--- config.mk ---
export PLATFORM = sky130hd
export DESIGN_NAME = slt_serial_seq
export DESIGN_NICKNAME = d
export VERILOG_FILES = /design/src/rtl/slt_serial_seq.sv
export SDC_FILE = /design/constraint.sdc
export NUM_CORES = 1
export LEC_CHECK = 0
export ABC_AREA = 1
export CAP_MARGIN = 5
export CORE_MARGIN = 2
export CORE_UTILIZATION = 47
export DETAILED_ROUTE_END_ITERATION = 12
export PLACE_DENSITY = 0.8
export SYNTH_ARGS = -nofsm -noshare
export SYNTH_HDL_FRONTEND = slang
export SYNTH_SLANG_ARGS = --single-unit
--- constraint.sdc ---
create_clock -name clk -period 1.9 [get_ports clk]
set_clock_uncertainty 0.15 [all_clocks]
set_input_delay 0.38 -clock clk [delete_from_list [all_inputs] [get_ports clk]]
set_output_delay 0.38 -clock clk [all_outputs]
set_load 0.02 [all_outputs]
--- src/rtl/slt_serial_seq.sv ---
// Bit-serial set-less-than sequencer for the MIPS ALU slow path.
// Two captured operands are shifted LSB first through one slt_1bit cell.
// The lt/eq/gt chain is closed through registered accumulators, and the
// SLT/SLTU result is presented after WIDTH cycles with a start/done handshake.

// One-bit magnitude comparator stage. Bits are processed LSB first, so the
// current bit outranks everything already accumulated. A differing bit
// decides the comparison. An equal bit passes the incoming chain through.
module slt_1bit (
   input  logic a,
   input  logic b,
   input  logic lti,
   input  logic eqi,
   input  logic gti,
   output logic lto,
   output logic eqo,
   output logic gto
);

   logic same;

   assign same = ~(a ^ b);
   assign lto  = (~a & b) | (same & lti);
   assign eqo  = same & eqi;
   assign gto  = (a & ~b) | (same & gti);

endmodule

module slt_serial_seq #(
   parameter int WIDTH = 32,
   parameter int CW    = 6
) (
   input  logic             clk,
   input  logic             rst,
   input  logic             start,
   input  logic             is_signed,
   input  logic [WIDTH-1:0] rs,
   input  logic [WIDTH-1:0] rt,
   output logic             busy,
   output logic             done,
   output logic             lt,
   output logic             eq,
   output logic             gt,
   output logic [WIDTH-1:0] slt_out
);

   typedef enum logic [1:0] {
      IDLE  = 2'd0,
      SHIFT = 2'd1,
      DONE  = 2'd2
   } state_t;

   state_t           state;
   state_t           state_nx;

   logic [WIDTH-1:0] sr_rs;
   logic [WIDTH-1:0] sr_rt;
   logic             sgn;
   logic [CW-1:0]    cnt;
   logic             acc_lt;
   logic             acc_eq;
   logic             acc_gt;

   logic             last_bit;
   logic             swap;
   logic             accept;
   logic             cell_a;
   logic             cell_b;
   logic             cell_lt;
   logic             cell_eq;
   logic             cell_gt;

   // The sign bit is the last one processed; for a signed compare a set
   // sign bit means "smaller", so the cell operands are swapped there only.
   assign last_bit = (cnt == CW'(WIDTH - 1));
   assign swap     = last_bit & sgn;
   assign cell_a   = swap ? sr_rt[0] : sr_rs[0];
   assign cell_b   = swap ? sr_rs[0] : sr_rt[0];

   // New requests are only taken when nothing is in flight.
   assign accept   = start && ((state == IDLE) || (state == DONE));

   slt_1bit u_cell (
      .a   (cell_a),
      .b   (cell_b),
      .lti (acc_lt),
      .eqi (acc_eq),
      .gti (acc_gt),
      .lto (cell_lt),
      .eqo (cell_eq),
      .gto (cell_gt)
   );

   // State register; reset always returns to IDLE, aborting any compare.
   always_ff @(posedge clk) begin
      if (rst) begin
         state <= IDLE;
      end else begin
         state <= state_nx;
      end
   end

   // Next-state logic plus the busy/done status decoded from the state.
   always_comb begin
      state_nx = state;
      busy     = 1'b0;
      done     = 1'b0;
      case (state)
         IDLE: begin
            if (start) begin
               state_nx = SHIFT;
            end
         end
         SHIFT: begin
            busy = 1'b1;
            if (last_bit) begin
               state_nx = DONE;
            end
         end
         DONE: begin
            done = 1'b1;
            if (start) begin
               state_nx = SHIFT;
            end else begin
               state_nx = IDLE;
            end
         end
         default: begin
            state_nx = IDLE;
         end
      endcase
   end

   // Operand capture, serial shifting, chain accumulation and result load.
   // Results are loaded straight from the cell on the final bit so they are
   // valid in the same cycle done rises, and they persist across new starts.
   always_ff @(posedge clk) begin
      if (rst) begin
         sr_rs   <= '0;
         sr_rt   <= '0;
         sgn     <= 1'b0;
         cnt     <= '0;
         acc_lt  <= 1'b0;
         acc_eq  <= 1'b1;
         acc_gt  <= 1'b0;
         lt      <= 1'b0;
         eq      <= 1'b0;
         gt      <= 1'b0;
         slt_out <= '0;
      end else if (accept) begin
         sr_rs   <= rs;
         sr_rt   <= rt;
         sgn     <= is_signed;
         cnt     <= '0;
         acc_lt  <= 1'b0;
         acc_eq  <= 1'b1;
         acc_gt  <= 1'b0;
      end else if (state == SHIFT) begin
         acc_lt  <= cell_lt;
         acc_eq  <= cell_eq;
         acc_gt  <= cell_gt;
         sr_rs   <= sr_rs >> 1;
         sr_rt   <= sr_rt >> 1;
         cnt     <= cnt + CW'(1);
         if (last_bit) begin
            lt      <= cell_lt;
            eq      <= cell_eq;
            gt      <= cell_gt;
            slt_out <= {{(WIDTH - 1){1'b0}}, cell_lt};
         end
      end
   end

endmodule

Word-level counts from Yosys, hierarchy flattened
Cells that the tools add are included.

Reductions and logical operators: 7. Bitwise operators: 13. Add/subtract/negate cells: 1. Equality and inequality tests: 5. Multiplexer cells: 12.

Operators by type and width (number): 2-to-1 mux 32 bit (4); adder 6 x 1 -> 6 bit (second input constant) (1); bitwise AND 1 bit (6); == test 6 x 5 -> 1 bit (second input constant) (1); case mux 2 bit (3 select lines) (1); 2-to-1 mux 1 bit (5); 2-to-1 mux 2 bit (2); inequality test 2 bit (second input constant) (2); inverter 1 bit (4); AND reduction 3 bit (1); == test 2 x 1 -> 1 bit (second input constant) (1); == test 2 bit (second input constant) (1); logical NOT 2 bit (1); bitwise OR 1 bit (2); AND reduction 2 bit (1); nonzero test 2 bit (1); OR reduction 2 bit (1); logical AND 1 bit (1); logical OR 1 bit (1); bitwise XOR 1 bit (1).

Register bits: 79. Word-level logic and storage cells: 49.

Logic depth before layout (Yosys ltp)
Depth after elaboration: 7. Gate-level depth with buffers: 9.

Modules after synthesis
From an unflattened synthesis, not the netlist that was laid out.

Cell total of the unflattened synthesis: 549. Area, all modules: 3661.0 µm².

Modules (own cells, without submodules): slt_serial_seq (area each 3598.5 µm², cells an instance 537, seq. area each 1581.5 µm², times used 1); slt_1bit (area each 62.6 µm², cells an instance 12, seq. area each 0.0 µm², times used 1).

Least setup slack after synthesis
Ideal clock, no wire load.

Path type: flip-flop to flip-flop. Start point: reg cnt[0]. End point: reg gt. Cell stages (with the launch flop): 9. Data arrival time: 1.163 ns. Path slack: 0.467 ns. Required time: 1.630 ns. Cell sequence: dfxtp_1 > ha_1 > nand2_1 > nor2_4 > nand2_1 > nor2_2 > inv_2 > a21oi_1 > a21oi_1.

Cells in the longest elaborated chain, start to end: 7. Elaborated cells between the ends (all ways): 11. Classes of those cells: eq/ne (1); mux (2); bitwise (7); reduce/logical (1).

RTL lines: from (decl) (RTL line 59) `logic [CW-1:0] cnt;`; from (signal assigned) (RTL line 164) `cnt <= cnt + CW'(1);`; == test 6 x 5 -> 1 bit * (RTL line 75) `assign last_bit = (cnt == CW'(WIDTH - 1));`; bitwise AND 1 bit (RTL line 76) `assign swap = last_bit & sgn;`; 2-to-1 mux 1 bit, on equally long branches (RTL line 77, 78); bitwise XOR 1 bit (RTL line 22) `assign same = ~(a ^ b);`; inverter 1 bit (RTL line 22); bitwise AND 1 bit (RTL line 25) `assign gto = (a & ~b) | (same & gti);`; bitwise OR 1 bit (RTL line 25); to (signal assigned) (RTL line 168) `gt <= cell_gt;`; to (decl) (RTL line 43) `output logic gt,`.

Every way passes the cells marked *; elsewhere a longest branch is shown, timed or not. A chain may end at the register's enable or synchronous reset.

Worst setup path in the final report
Start point: reg lt. End point: out lt.

RTL lines: from (decl) (RTL line 41) `output logic lt,`; from (signal assigned) (RTL line 166) `lt <= cell_lt;`.

No word-level cell between the ends.

==> impl_metrics.toml <==
[status]
outcome = "finished clean"

[synth]
synth_edf_count = 0
synth_area_per_cell_sq_um = 7.36
synthDistinctLibCells = 26
ys_ff_latch = 79
yosysTopAreaCell = "dfxtp_1"
yosysMostFrequentCell = "nand2_1"
syn_inst = 484
mappedNetlistArea_sq_mm = 0.00356
synth_warnings = 0
synthTopCellsByCount = "nand2_1 (207), dfxtp_1 (79), a31oi_1 (61), buf_4 (33), inv_1 (15)"
ys_top_cells_by_area = "dfxtp_1 (44%), nand2_1 (22%), a31oi_1 (11%)"
async_reset_ff_frac = 0
synth-seq-area-share = 0.444
yosys.area.top_type_share = 0.444
synth_top_flop_cell = "dfxtp_1"

[final_layout]
fin_util = 0.605
area.sequential_sq_mm = 0.00158
postLayoutCellArea_sq_mm = 0.00441
drive_gt1_frac = 0.0833
final_nets = 616
antenna_cells = 0
multiInputGateArea_sq_mm = 0.00161
syn_to_final_growth_pct = 23.9
n_fill_cell = 669

[placement]
routabilityCongestion = 0.820
place_area_sq_mm = 0.00424
port_buffers = 73
hpwl_microns = 5140

[timing]
rsz0062_at_grt = "false"
setup_violations = 0
fin_tns_setup_ps = 0
drv_slew = 0
clock.fmax_ghz = 0.543
min_period_over_period = 0.969
whs_ps = 311
period_needed_ps = 1840
hold_viol = 0

[pwr]
power.density_mw_per_mm2 = 794
ir_worst_vdd_mv = 0.401
p_leak_nw = 1.68

[hold_path]
worstHoldStart = "acc_eq$_SDFFE_PP1N_"
whs_path_depth = 2
whs_endpoint = "acc_eq$_SDFFE_PP1N_"
min_path_type = "reg2reg"

[global_routing]
grt_pass1_wl_microns = 12400
grt_overflow = 0
antenna_found_initial = 0
grt_usage = 0.183
grt_pass1_vias = 2896
grt_start_max_net_pins = 71

[routing]
drc = 0
vias = 3183
drtIter0Drc = 218
postRouteAntennaNets = 0
drt-pass1-iter-count = 4
top_layer_used = "met4"
post_drt_wl_per_cell_microns = 11.5
wl_met3_microns = 408
routed_wl_microns = 7520
via_per_inst = 4.89
wl_met1_microns = 3340
route.met2.wl_microns = 3650

[clock_tree]
cts_setup_buffers = 0
hold_buffers = 0
cts-htree-levels = 3
cts_buffer_depth = 2
clk_pin_slew_ps = 70
cts_tree = "done"
clockRootBuffer = "clkbuf_8"
cts_sinks = 79
ctsResizeCount = 2
clkLatencyLatePin_ps = 340
cts_inserted_buffers = 9

[critical_path]
crit_fanout = 3
cp_data_required_time_ps = 1370
start_kind = "flip-flop"
r2r-start = "cnt[0]$_SDFFE_PP0N_"
reg2reg_depth = 8
reg2reg_slack_ps = 250
slowest_stage = "clkdlybuf4s50_1"
worstPathArrival_ps = 1310
path_buf_inv = 1
critPathKind = "reg2out"
critPathMaxStageDelay_ps = 610
worstReg2RegEnd = "gt$_SDFFE_PP0P_"
worstSetupEndpointType = "output port"
worstPathCellList = "clkdlybuf4s50_1"
crit_family = "buffers and inverters"
worstSetupStartpoint = "lt$_SDFFE_PP0P_"

[floorplanning]
initial_core_util = 0.489
rows = 31
fp.dieW_microns = 91.1
dieHeight_microns = 91.1
coreArea_sq_mm = 0.00729
num_io_pins = 105
dieArea_sq_mm = 0.00829

[flow_run]
maxCapViolations = 0
==> worst max-delay path by stage <==
stage / endpoint / slack, ps / cells past startpoint
5_1_grt: lt / 1 / 1
2_1_floorplan: gt$_SDFFE_PP0P_ / 470 / 8
6_report: lt / 60 / 1
4_1_cts: lt / 40 / 1
3_3_place_gp: sr_rs[24]$_SDFFE_PP0P_ / 90 / 9
3_5_place_dp: sr_rt[18]$_SDFFE_PP0P_ / 30 / 9
==> stage by stage <==
| step | total power, mW | worst slack, ps | std cells |
|---|---|---|---|
| floorplan | 2.26 | 467 | 514 |
| global placement | 2.42 | 85.1 | 635 |
| detailed placement | 2.43 | 30.5 | 635 |
| CTS | 3.54 | 36.3 | 651 |
| global route | 3.68 | 1.34 | 651 |
| finish | 3.50 | 58.7 | 651 |
==> layer usage <==
| metal | vias to the layer above | GRT usage |
|---|---|---|
| met5 | - | 0 |
| met4 | 0 | 0.0972 |
| met3 | 7 | 0.0365 |
| met2 | 97 | 0.306 |
| met1 | 1437 | 0.221 |
| li1 | 1642 | - |
==> where the power goes <==
| group | leakage [nW] | switching, mW | total (mW) | internal, mW |
|---|---|---|---|---|
| Sequential | 0.648 | 0.0627 | 1.82 | 1.76 |
| Combinational | 0.933 | 0.313 | 0.570 | 0.257 |
| Clock | 0.0959 | 0.574 | 1.11 | 0.538 |
==> layout make-up <==
| type | instances | area share |
|---|---|---|
| tap | 99 | 0.0281 |
| multi-input combinational | 356 | 0.365 |
| inverter | 19 | 0.0162 |
| clock inverter | 4 | 0.00454 |
| sequential | 79 | 0.358 |
| clock buffer | 12 | 0.0351 |
| timing repair buffer | 82 | 0.193 |
==> registers in the layout, summed over array words and instances, names as in the netlist <==
| name | cells |
|---|---|
| sr_rs | 32 |
| sr_rt | 32 |
| cnt | 6 |
| state | 2 |
| acc_eq | 1 |
| acc_gt | 1 |
| acc_lt | 1 |
| eq | 1 |
| gt | 1 |
| lt | 1 |
| sgn | 1 |
==> layout by cell type, fill, tap and decap left out, drive strengths merged <==
master | synthesis | final
inv | 19 | 19
dfxtp | 79 | 79
nand3 | 7 | 7
buf | 53 | 10
ha | 1 | 1
a31oi | 62 | 62
a211oi | 1 | 1
nand2 | 218 | 218
nor3 | 1 | 1
nor2 | 11 | 11
clkdlybuf4s50 | 0 | 70
nand4 | 4 | 4
o21ai | 6 | 6
clkbuf | 7 | 12
xor2 | 1 | 1
a21oi | 13 | 13
conb | 1 | 31
clkinv | 0 | 4
dlygate4sd2 | 0 | 2
==> kinds of logic after synthesis <==
group | count (synthesis) | synth area share
buf+inv | 79 | 0.136
other cells | 1 | 0.00105
xor+xnor | 1 | 0.00246
compound gates | 82 | 0.139
fa+ha+maj | 1 | 0.00351
flops | 79 | 0.444
simple gates | 241 | 0.274
(Power assumes the default switching activity.)
